File: config.mk
export PLATFORM = sky130hd
export DESIGN_NAME = m_estados_flat
export DESIGN_NICKNAME = d
export VERILOG_FILES = /design/src/rtl/m_estados_if.sv /design/src/rtl/m_estados.sv /design/src/flat_wrapper.sv
export SDC_FILE = /design/constraint.sdc
export NUM_CORES = 1
export LEC_CHECK = 0
export CAP_MARGIN = 20
export CORE_UTILIZATION = 50
export CTS_CLUSTER_SIZE = 28
export DETAILED_ROUTE_END_ITERATION = 6
export PLACE_DENSITY = 0.71
export SYNTH_ARGS = -nofsm -noshare
export SYNTH_HDL_FRONTEND = slang
export SYNTH_SLANG_ARGS = --single-unit
File: constraint.sdc
create_clock -name clk -period 2.4 [get_ports clk]
set_clock_uncertainty 0.05 [all_clocks]
set_input_delay 0.48 -clock clk [delete_from_list [all_inputs] [get_ports clk]]
set_output_delay 0.48 -clock clk [all_outputs]
set_load 0.05 [all_outputs]
File: src/rtl/m_estados_if.sv
// Sensor-to-indicator bundle for the temperature-supervision FSM.
// master drives the threshold/emergency inputs; slave drives the indicators.
// Carries no clock; clk and reset stay plain ports on the block.
interface m_estados_if;
   logic t_25;
   logic t_27;
   logic t_30;
   logic t_corp;
   logic notif;
   logic aban;
   logic alarm;

   modport master (
      output t_25, t_27, t_30, t_corp,
      input  notif, aban, alarm
   );

   modport slave (
      input  t_25, t_27, t_30, t_corp,
      output notif, aban, alarm
   );
endinterface

File: src/rtl/m_estados.sv
// Purpose: Moore FSM escalating NORMAL/NOTIFY/EVAC/ALARM from temperature thresholds, glitch-filtered up, hysteretic down.
// Latency: PERSIST edges to escalate, HOLD edges to de-escalate, 1 edge on t_corp; outputs are registered.
// Backpressure: none (free-running supervisor). Optional macro ALARM_LATCH_EN makes ALARM sticky until reset.
module m_estados #(
   parameter int unsigned PERSIST = 2,
   parameter int unsigned HOLD    = 4
) (
   input  logic        clk,
   input  logic        reset,
   m_estados_if.slave  bus
);

   typedef enum logic [1:0] {
      NORMAL = 2'd0,
      NOTIFY = 2'd1,
      EVAC   = 2'd2,
      ALARM  = 2'd3
   } state_t;

   // Terminal counts; counters clear on reaching them so they never wrap.
   localparam logic [7:0] PERSIST_TC = 8'(PERSIST - 1);
   localparam logic [7:0] HOLD_TC    = 8'(HOLD - 1);

   state_t     state_q, state_d;
   logic [7:0] up_cnt_q, up_cnt_d;
   logic [7:0] dn_cnt_q, dn_cnt_d;
   logic       notif_q, aban_q, alarm_q;
   logic [1:0] req_lvl;
   logic [1:0] cur_lvl;
   logic       may_drop;

   // Requested level from the thresholds by priority; inputs need not be one-hot.
   always_comb begin
      req_lvl = 2'd0;
      if (bus.t_corp || bus.t_30) begin
         req_lvl = 2'd3;
      end else if (bus.t_27) begin
         req_lvl = 2'd2;
      end else if (bus.t_25) begin
         req_lvl = 2'd1;
      end
   end

   // Next state and counters: override first, then filtered escalation or hysteretic drop.
   always_comb begin
      state_d  = state_q;
      up_cnt_d = 8'd0;
      dn_cnt_d = 8'd0;
      cur_lvl  = state_q;
`ifdef ALARM_LATCH_EN
      may_drop = (state_q != ALARM);
`else
      may_drop = 1'b1;
`endif
      case (state_q)
         NORMAL, NOTIFY, EVAC, ALARM: begin
            if (bus.t_corp) begin
               state_d = ALARM;
            end else if (req_lvl > cur_lvl) begin
               if (up_cnt_q == PERSIST_TC) begin
                  state_d = state_t'(req_lvl);
               end else begin
                  up_cnt_d = up_cnt_q + 8'd1;
               end
            end else if ((req_lvl < cur_lvl) && may_drop) begin
               if (dn_cnt_q == HOLD_TC) begin
                  state_d = state_t'(req_lvl);
               end else begin
                  dn_cnt_d = dn_cnt_q + 8'd1;
               end
            end
         end
         default: begin
            state_d = NORMAL;
         end
      endcase
   end

   // State, counters and indicator registers; indicators track the next state so they switch with it.
   always_ff @(posedge clk or posedge reset) begin
      if (reset) begin
         state_q  <= NORMAL;
         up_cnt_q <= 8'd0;
         dn_cnt_q <= 8'd0;
         notif_q  <= 1'b0;
         aban_q   <= 1'b0;
         alarm_q  <= 1'b0;
      end else begin
         state_q  <= state_d;
         up_cnt_q <= up_cnt_d;
         dn_cnt_q <= dn_cnt_d;
         notif_q  <= (state_d != NORMAL);
         aban_q   <= (state_d == EVAC) || (state_d == ALARM);
         alarm_q  <= (state_d == ALARM);
      end
   end

   assign bus.notif = notif_q;
   assign bus.aban  = aban_q;
   assign bus.alarm = alarm_q;

endmodule

File: src/flat_wrapper.sv
// flat-port wrapper written by rule: the top's interface ports become plain ports
module m_estados_flat 
#(
   parameter int unsigned PERSIST = 2,
   parameter int unsigned HOLD    = 4
)
  (clk, reset, bus_t_25, bus_t_27, bus_t_30, bus_t_corp, bus_notif, bus_aban, bus_alarm);
  m_estados_if bus_i ();
  input  logic clk;
  input  logic reset;
  input wire logic [$bits(bus_i.t_25)-1:0] bus_t_25;
  input wire logic [$bits(bus_i.t_27)-1:0] bus_t_27;
  input wire logic [$bits(bus_i.t_30)-1:0] bus_t_30;
  input wire logic [$bits(bus_i.t_corp)-1:0] bus_t_corp;
  output wire logic [$bits(bus_i.notif)-1:0] bus_notif;
  output wire logic [$bits(bus_i.aban)-1:0] bus_aban;
  output wire logic [$bits(bus_i.alarm)-1:0] bus_alarm;
  assign bus_i.t_25 = bus_t_25;
  assign bus_i.t_27 = bus_t_27;
  assign bus_i.t_30 = bus_t_30;
  assign bus_i.t_corp = bus_t_corp;
  assign bus_notif = bus_i.notif;
  assign bus_aban = bus_i.aban;
  assign bus_alarm = bus_i.alarm;
  m_estados #(.PERSIST(PERSIST), .HOLD(HOLD)) u_core (.clk(clk), .reset(reset), .bus(bus_i));
endmodule
==> qor.yml <==
initial_core_util: 0.5306
nFillCells: 174
reg2reg_to: "u_core.bus.notif"
hp-class: "primary input to asynchronous set/reset pin"
grt_max_degree: 22
coreArea_um2: 1962
cts_tree: "yes"
drtIter0Drc: 12
routabilityCongestion: 0.7961
relSlewSlack: 0.6667
numCtsBuffers: 3
synth-main-ff-cell: "dfrtp_1"
synth.avg_cell_area_um2: 10.01
first_pass_iters: 4
yosysSeqAreaShare: 0.5048
syn-num-nets: 115
synthTopCellsByArea: "dfrtp_1 (50%), nor2_1 (8.3%), xor2_1 (7.6%)"
rows: 16
post-cts-setup-buffer-count: 0
hold_buffers: 0
drive_above_1_share: 0.1545
tns_ns: 0
overflow: 0
async_flop_share: 1.000
fp.dieW_um: 47.63
synth.distinct_cells: 22
synth_edf_count: 0
finalPower_mw: 1.031
path_clk_slew_ns: 0.12
track_usage: 0.1850
place.port_buffers: 8
synth_top_area_share: 0.5048
final_util: 0.6480
setup_violations: 0
period_share: 0.9587
post_drt_wl_per_cell_um: 12.45
antenna_cells: 0
synth_cells: 104
placed_cells: 146
r2r_slack_ns: 0.42
drtAntennaViolNets: 0
post_drt_via_cell_ratio: 4.920
dp_slack_ns: -0.4562
max_cap_violations: 0
start_kind: "primary input"
grt_pass1_wl_um: 2870
drc: 0
worst-r2r-cell-count: 6
ir_worst_vdd_uv: 589.7
htree_levels: 1
layout.nets: 135
grt_pass1_vias: 699
dp_hpwl_um: 1343
p_per_area_nw_per_um2: 810.9
io_pins: 9
yosysWarnings: 0
clockBufferDepth: 2
total_leakage_power_nw: 0.5885
finalWorstSetupSlack_ns: 0.09909
die_h_um: 47.63
cp-end-kind: "flip-flop"
dr_total_vias: 738
hold_viol_final: 0
layout.cells.non_filler: 150
die-area_um2: 2269
slew_viol_final: 0
multi_input_area_um2: 513.0
wl_um: 1868
rsz0062_at_grt: "no"
syn_area_um2: 1041
final-seq-area_um2: 525.5
r2r_start: "u_core.dn_cnt_q[0]"
yosysTopAreaCell: "dfrtp_1"
cp_max_fo: 4
worst_pin_slew_ns: 0.4984
worst-setup-path-type: "primary input to flip-flop"
ys_seq_elements: 21
cp.arrival_ns: 2.45
clockRootBuffer: "clkbuf_4"
area_growth_pct: 22.12
outcome: "complete, no violations"
antenna_found_initial: 0
clkSinkCount: 21
fmax_mhz: 434.6
cp.required_ns: 2.55
worstSkewPairLatency_ns: 0.30
fin_crit_ns: 2.301
==> cell usage after synthesis (2+ instances only) <==
cell type / n
o32a_1: 2
nand2_1: 3
nor3_1: 3
dfrtp_1: 21
mux2i_1: 2
nor2_1: 23
inv_1: 9
and3_1: 5
ha_1: 5
nand3_1: 9
xnor2_1: 3
xor2_1: 9
==> routing by layer <==
layer  share of wire  track usage  vias to the layer above  wire length (um)
met2            0.48       0.3288                        7               889
met5               0            0                        -                 0
li1                -            -                      388                 -
met3           0.023      0.02264                        4                43
met4           0.016      0.06667                        0                29
met1            0.48       0.2313                      339               905
==> metrics by stage <==
step,instance area (um^2),hold slack (ns)
after detailed placement,1207,0.4212
after floorplan,1041,0.3979
final,1271,0.4368
after CTS,1249,0.4380
after global placement,1207,0.4155
after global routing,1271,0.4744
==> state kept, by name, indices dropped and copies added, names as in the netlist <==
register	count
u_core.bus.aban	1
u_core.bus.alarm	1
u_core.bus.notif	1
u_core.cur_lvl	2
u_core.dn_cnt_q	8
u_core.up_cnt_q	8
==> logic make-up after synthesis <==
| family | after synthesis | synth area share |
|---|---|---|
| flip-flops | 21 | 0.5048 |
| adder cells (fa/ha/maj) | 5 | 0.06010 |
| multiplexers | 2 | 0.01923 |
| XOR/XNOR | 12 | 0.1010 |
| AO/OA/AOI/OAI | 5 | 0.03725 |
| buffers and inverters | 9 | 0.03245 |
| AND/OR/NAND/NOR | 50 | 0.2452 |
==> power by group <==
group | switching, mW | internal [mW]
clock network | 0.104 | 0.0621
logic | 0.240 | 0.187
registers | 0.0353 | 0.402
total | 0.379 | 0.651
==> final cells by class <==
cell class                 instances  share of cell area
clock buffer                       3             0.01772
clock inverter                     1            0.003937
inverter                           9             0.02657
multi-input combinational         74              0.4035
sequential                        21              0.4134
tap                               27             0.02657
timing repair buffer              15              0.1083
==> worst max-delay path: stages <==
cell and delay, ns:
clkdlybuf4s50_1 0.43, or3_4 0.36, ha_4 0.23, nor2b_4 0.14
nor4_4 0.30, mux2i_1 0.21, o32a_1 0.22, nand2_1 0.07
==> cells in the final DEF (no fill, tap or decap) <==
master / n
dfrtp_1: 21
clkdlybuf4s50_1: 6
mux2i_1: 2
o32a_1: 2
and3_1: 5
xnor2_1: 3
nor3_1: 3
buf_4: 7
nor4_4: 1
nand3_1: 9
nor4_1: 1
clkbuf_4: 3
nand2_1: 3
nor2_1: 23
nor2b_4: 1
dlymetal6s2s_1: 2
o21ai_1: 2
or3_4: 1
a2bb2oi_2: 1
or3b_2: 1
or2_2: 1
ha_4: 1
xor2_1: 9
or4_4: 1
ha_1: 4
clkinv_2: 1
inv_1: 9
==> timing repair <==
item | in CTS | in global routing
setup endpoints to repair | 13 | 7
hold endpoints to repair | 0 | 0
resized for setup | 3 | 5
pin swaps | 3 | 3
==> worst max-delay path by stage <==
stage               startpoint               end  slack, ns  cells after the start
finish                bus_t_27  u_core.bus.notif        0.1                      8
floorplan             bus_t_27  u_core.bus.alarm      0.004                      7
detailed placement    bus_t_27  u_core.bus.alarm      -0.46                      8
global route          bus_t_27  u_core.bus.notif      0.003                      8
global placement      bus_t_27  u_core.bus.alarm      -0.38                      8
CTS                   bus_t_27  u_core.bus.notif       0.01                      8
No activity file was read; power rests on OpenSTA's default activity.
==> patch, RTL diff (config.mk and constraints unchanged) <==
Build with the macro `ALARM_LATCH_EN` defined.
--- a/src/rtl/m_estados.sv
+++ b/src/rtl/m_estados.sv
@@ -1,6 +1,8 @@
 // Purpose: Moore FSM escalating NORMAL/NOTIFY/EVAC/ALARM from temperature thresholds, glitch-filtered up, hysteretic down.
 // Latency: PERSIST edges to escalate, HOLD edges to de-escalate, 1 edge on t_corp; outputs are registered.
 // Backpressure: none (free-running supervisor). Optional macro ALARM_LATCH_EN makes ALARM sticky until reset.
+`define ALARM_LATCH_EN
+
 module m_estados #(
    parameter int unsigned PERSIST = 2,
    parameter int unsigned HOLD    = 4
Behaviour: not the same (Yosys sat finds a counterexample within 10 cycles, from zero or initial values and one cycle with reset high).
==> patch against the original RTL <==
Synthesized area up 2.5%. Sequential cell count unchanged. First-iteration DRC count decreased by 42%. Maximum frequency down 2.8%. Register-to-register slack gained 0.05 ns. Routed wire length is 0.21% higher. Setup slack got worse by 0.066 ns. Sequential share of layout area down 0.56 points. Design area is 1.4% higher. Critical path type unchanged. Largest cell class is now multi-input gates.
Power is not compared: it rests on default switching activity, and its combinational part moved more than twofold at a synthesized area within 25%.
==> patch: results <==
group,metric,value,unit
synthesis,synthTopCellsByArea,"dfrtp_1, nor2_1, xor2_1",
global_routing,use_met2,0.309,
route,routed-via-count,802,
final_layout,sh_seq_area,0.408,
placed_design,placed_area,1230,µm²
synthesis,synth_compound_area_frac,0.0645,
final_layout,nClkBuffers,4,
route,wl_met2,962,µm
route,drt_iter0_drc,7,
floorplan,die_w,48.2,µm
global_routing,grt_start_max_net_pins,22,
synthesis,synthMuxAreaShare,0.0188,
clock_tree,post_cts_buffers,1,
final_layout,drive_above_1_share,0.165,
global_routing,grt_pass1_vias,733,
worst_setup_path,slowest_stage,"clkdlybuf4s50_1",
final_layout,clkCellAreaFrac,0.0204,
final_layout,multi_input_area,532,µm²
route,wl,1870,µm
synthesis,synthAdderAreaFrac,0.0586,
power,p_switching,132,µW
global_routing,track_usage,0.169,
worst_setup_path,crit_arrival,2.52,ns
final_layout,final_area,1290,µm²
outcome,status,"finished clean",
route,wl_met3,56,µm
synthesis,synth_xor_xnor_area_share,0.0985,
route,wl_met1,819,µm
synthesis,synth_seq_area_share,0.492,
final_layout,buf_share,0.107,
worst_setup_path,critPathTopFamily,"simple AND/OR/NAND/NOR gates",
final_layout,inverters,9,
clock_tree,clockRootBuffer,"clkbuf_4",
synthesis,syn_nets,119,
synthesis,synth.avg_cell_area,9.88,µm²
placed_design,place_congestion,0.853,
final_layout,nets,139,
placed_design,hpwl,1350,µm
clock_tree,cts_resized,4,
clock_tree,clk_pin_slew,0.11,ns
sta,maxSlewHeadroom,0.657,
final_layout,seq_cells,21,
global_routing,grt_pass1_wl,2720,µm
global_routing,use_met3,0.0370,
final_layout,layout.cells.non_filler,154,
global_routing,grt_util_met1,0.178,
final_layout,signal_buffers,16,
final_layout,filler_cell_count,171,
route,top_layer,"met4",
placed_design,preCtsSetupSlack,-0.385,ns
synthesis,yosysWarnings,0,
synthesis,synthTopCellsByCount,"dfrtp_1, nor2_1, inv_1",
worst_setup_path,critPathMaxStageDelay,0.41,ns
final_layout,multi_input_gates,77,
[patch: changes by cell type after synthesis, sizes merged, moves of 2 or more]
cell / before / now
a211o: 0 / 3
a211oi: 0 / 3
nor2: 23 / 20
nand2: 3 / 5
nor3: 3 / 1
nor4: 2 / 4
o32a: 2 / 0
or2: 1 / 3
[patch: path summary, 6_finish.rpt]
check	startpoint	end	slack (ns)	cells past startpoint
min in group clk	u_core.dn_cnt_q[0]	u_core.dn_cnt_q[0]	0.44	1
min	reset	u_core.up_cnt_q[6]	0.44	3
min reg2reg	u_core.dn_cnt_q[0]	u_core.dn_cnt_q[0]	0.44	1
max	bus_t_27	u_core.bus.notif	0.03	9
max reg2reg	u_core.cur_lvl[1]	u_core.bus.notif	0.47	7
max in group asynchronous	reset	u_core.dn_cnt_q[3]	1.65	3
[patch: tightest hold or removal path: stages]
cell	delay (ns)
clkdlybuf4s50_1	0.40
inv_1	0.05
buf_4	0.26
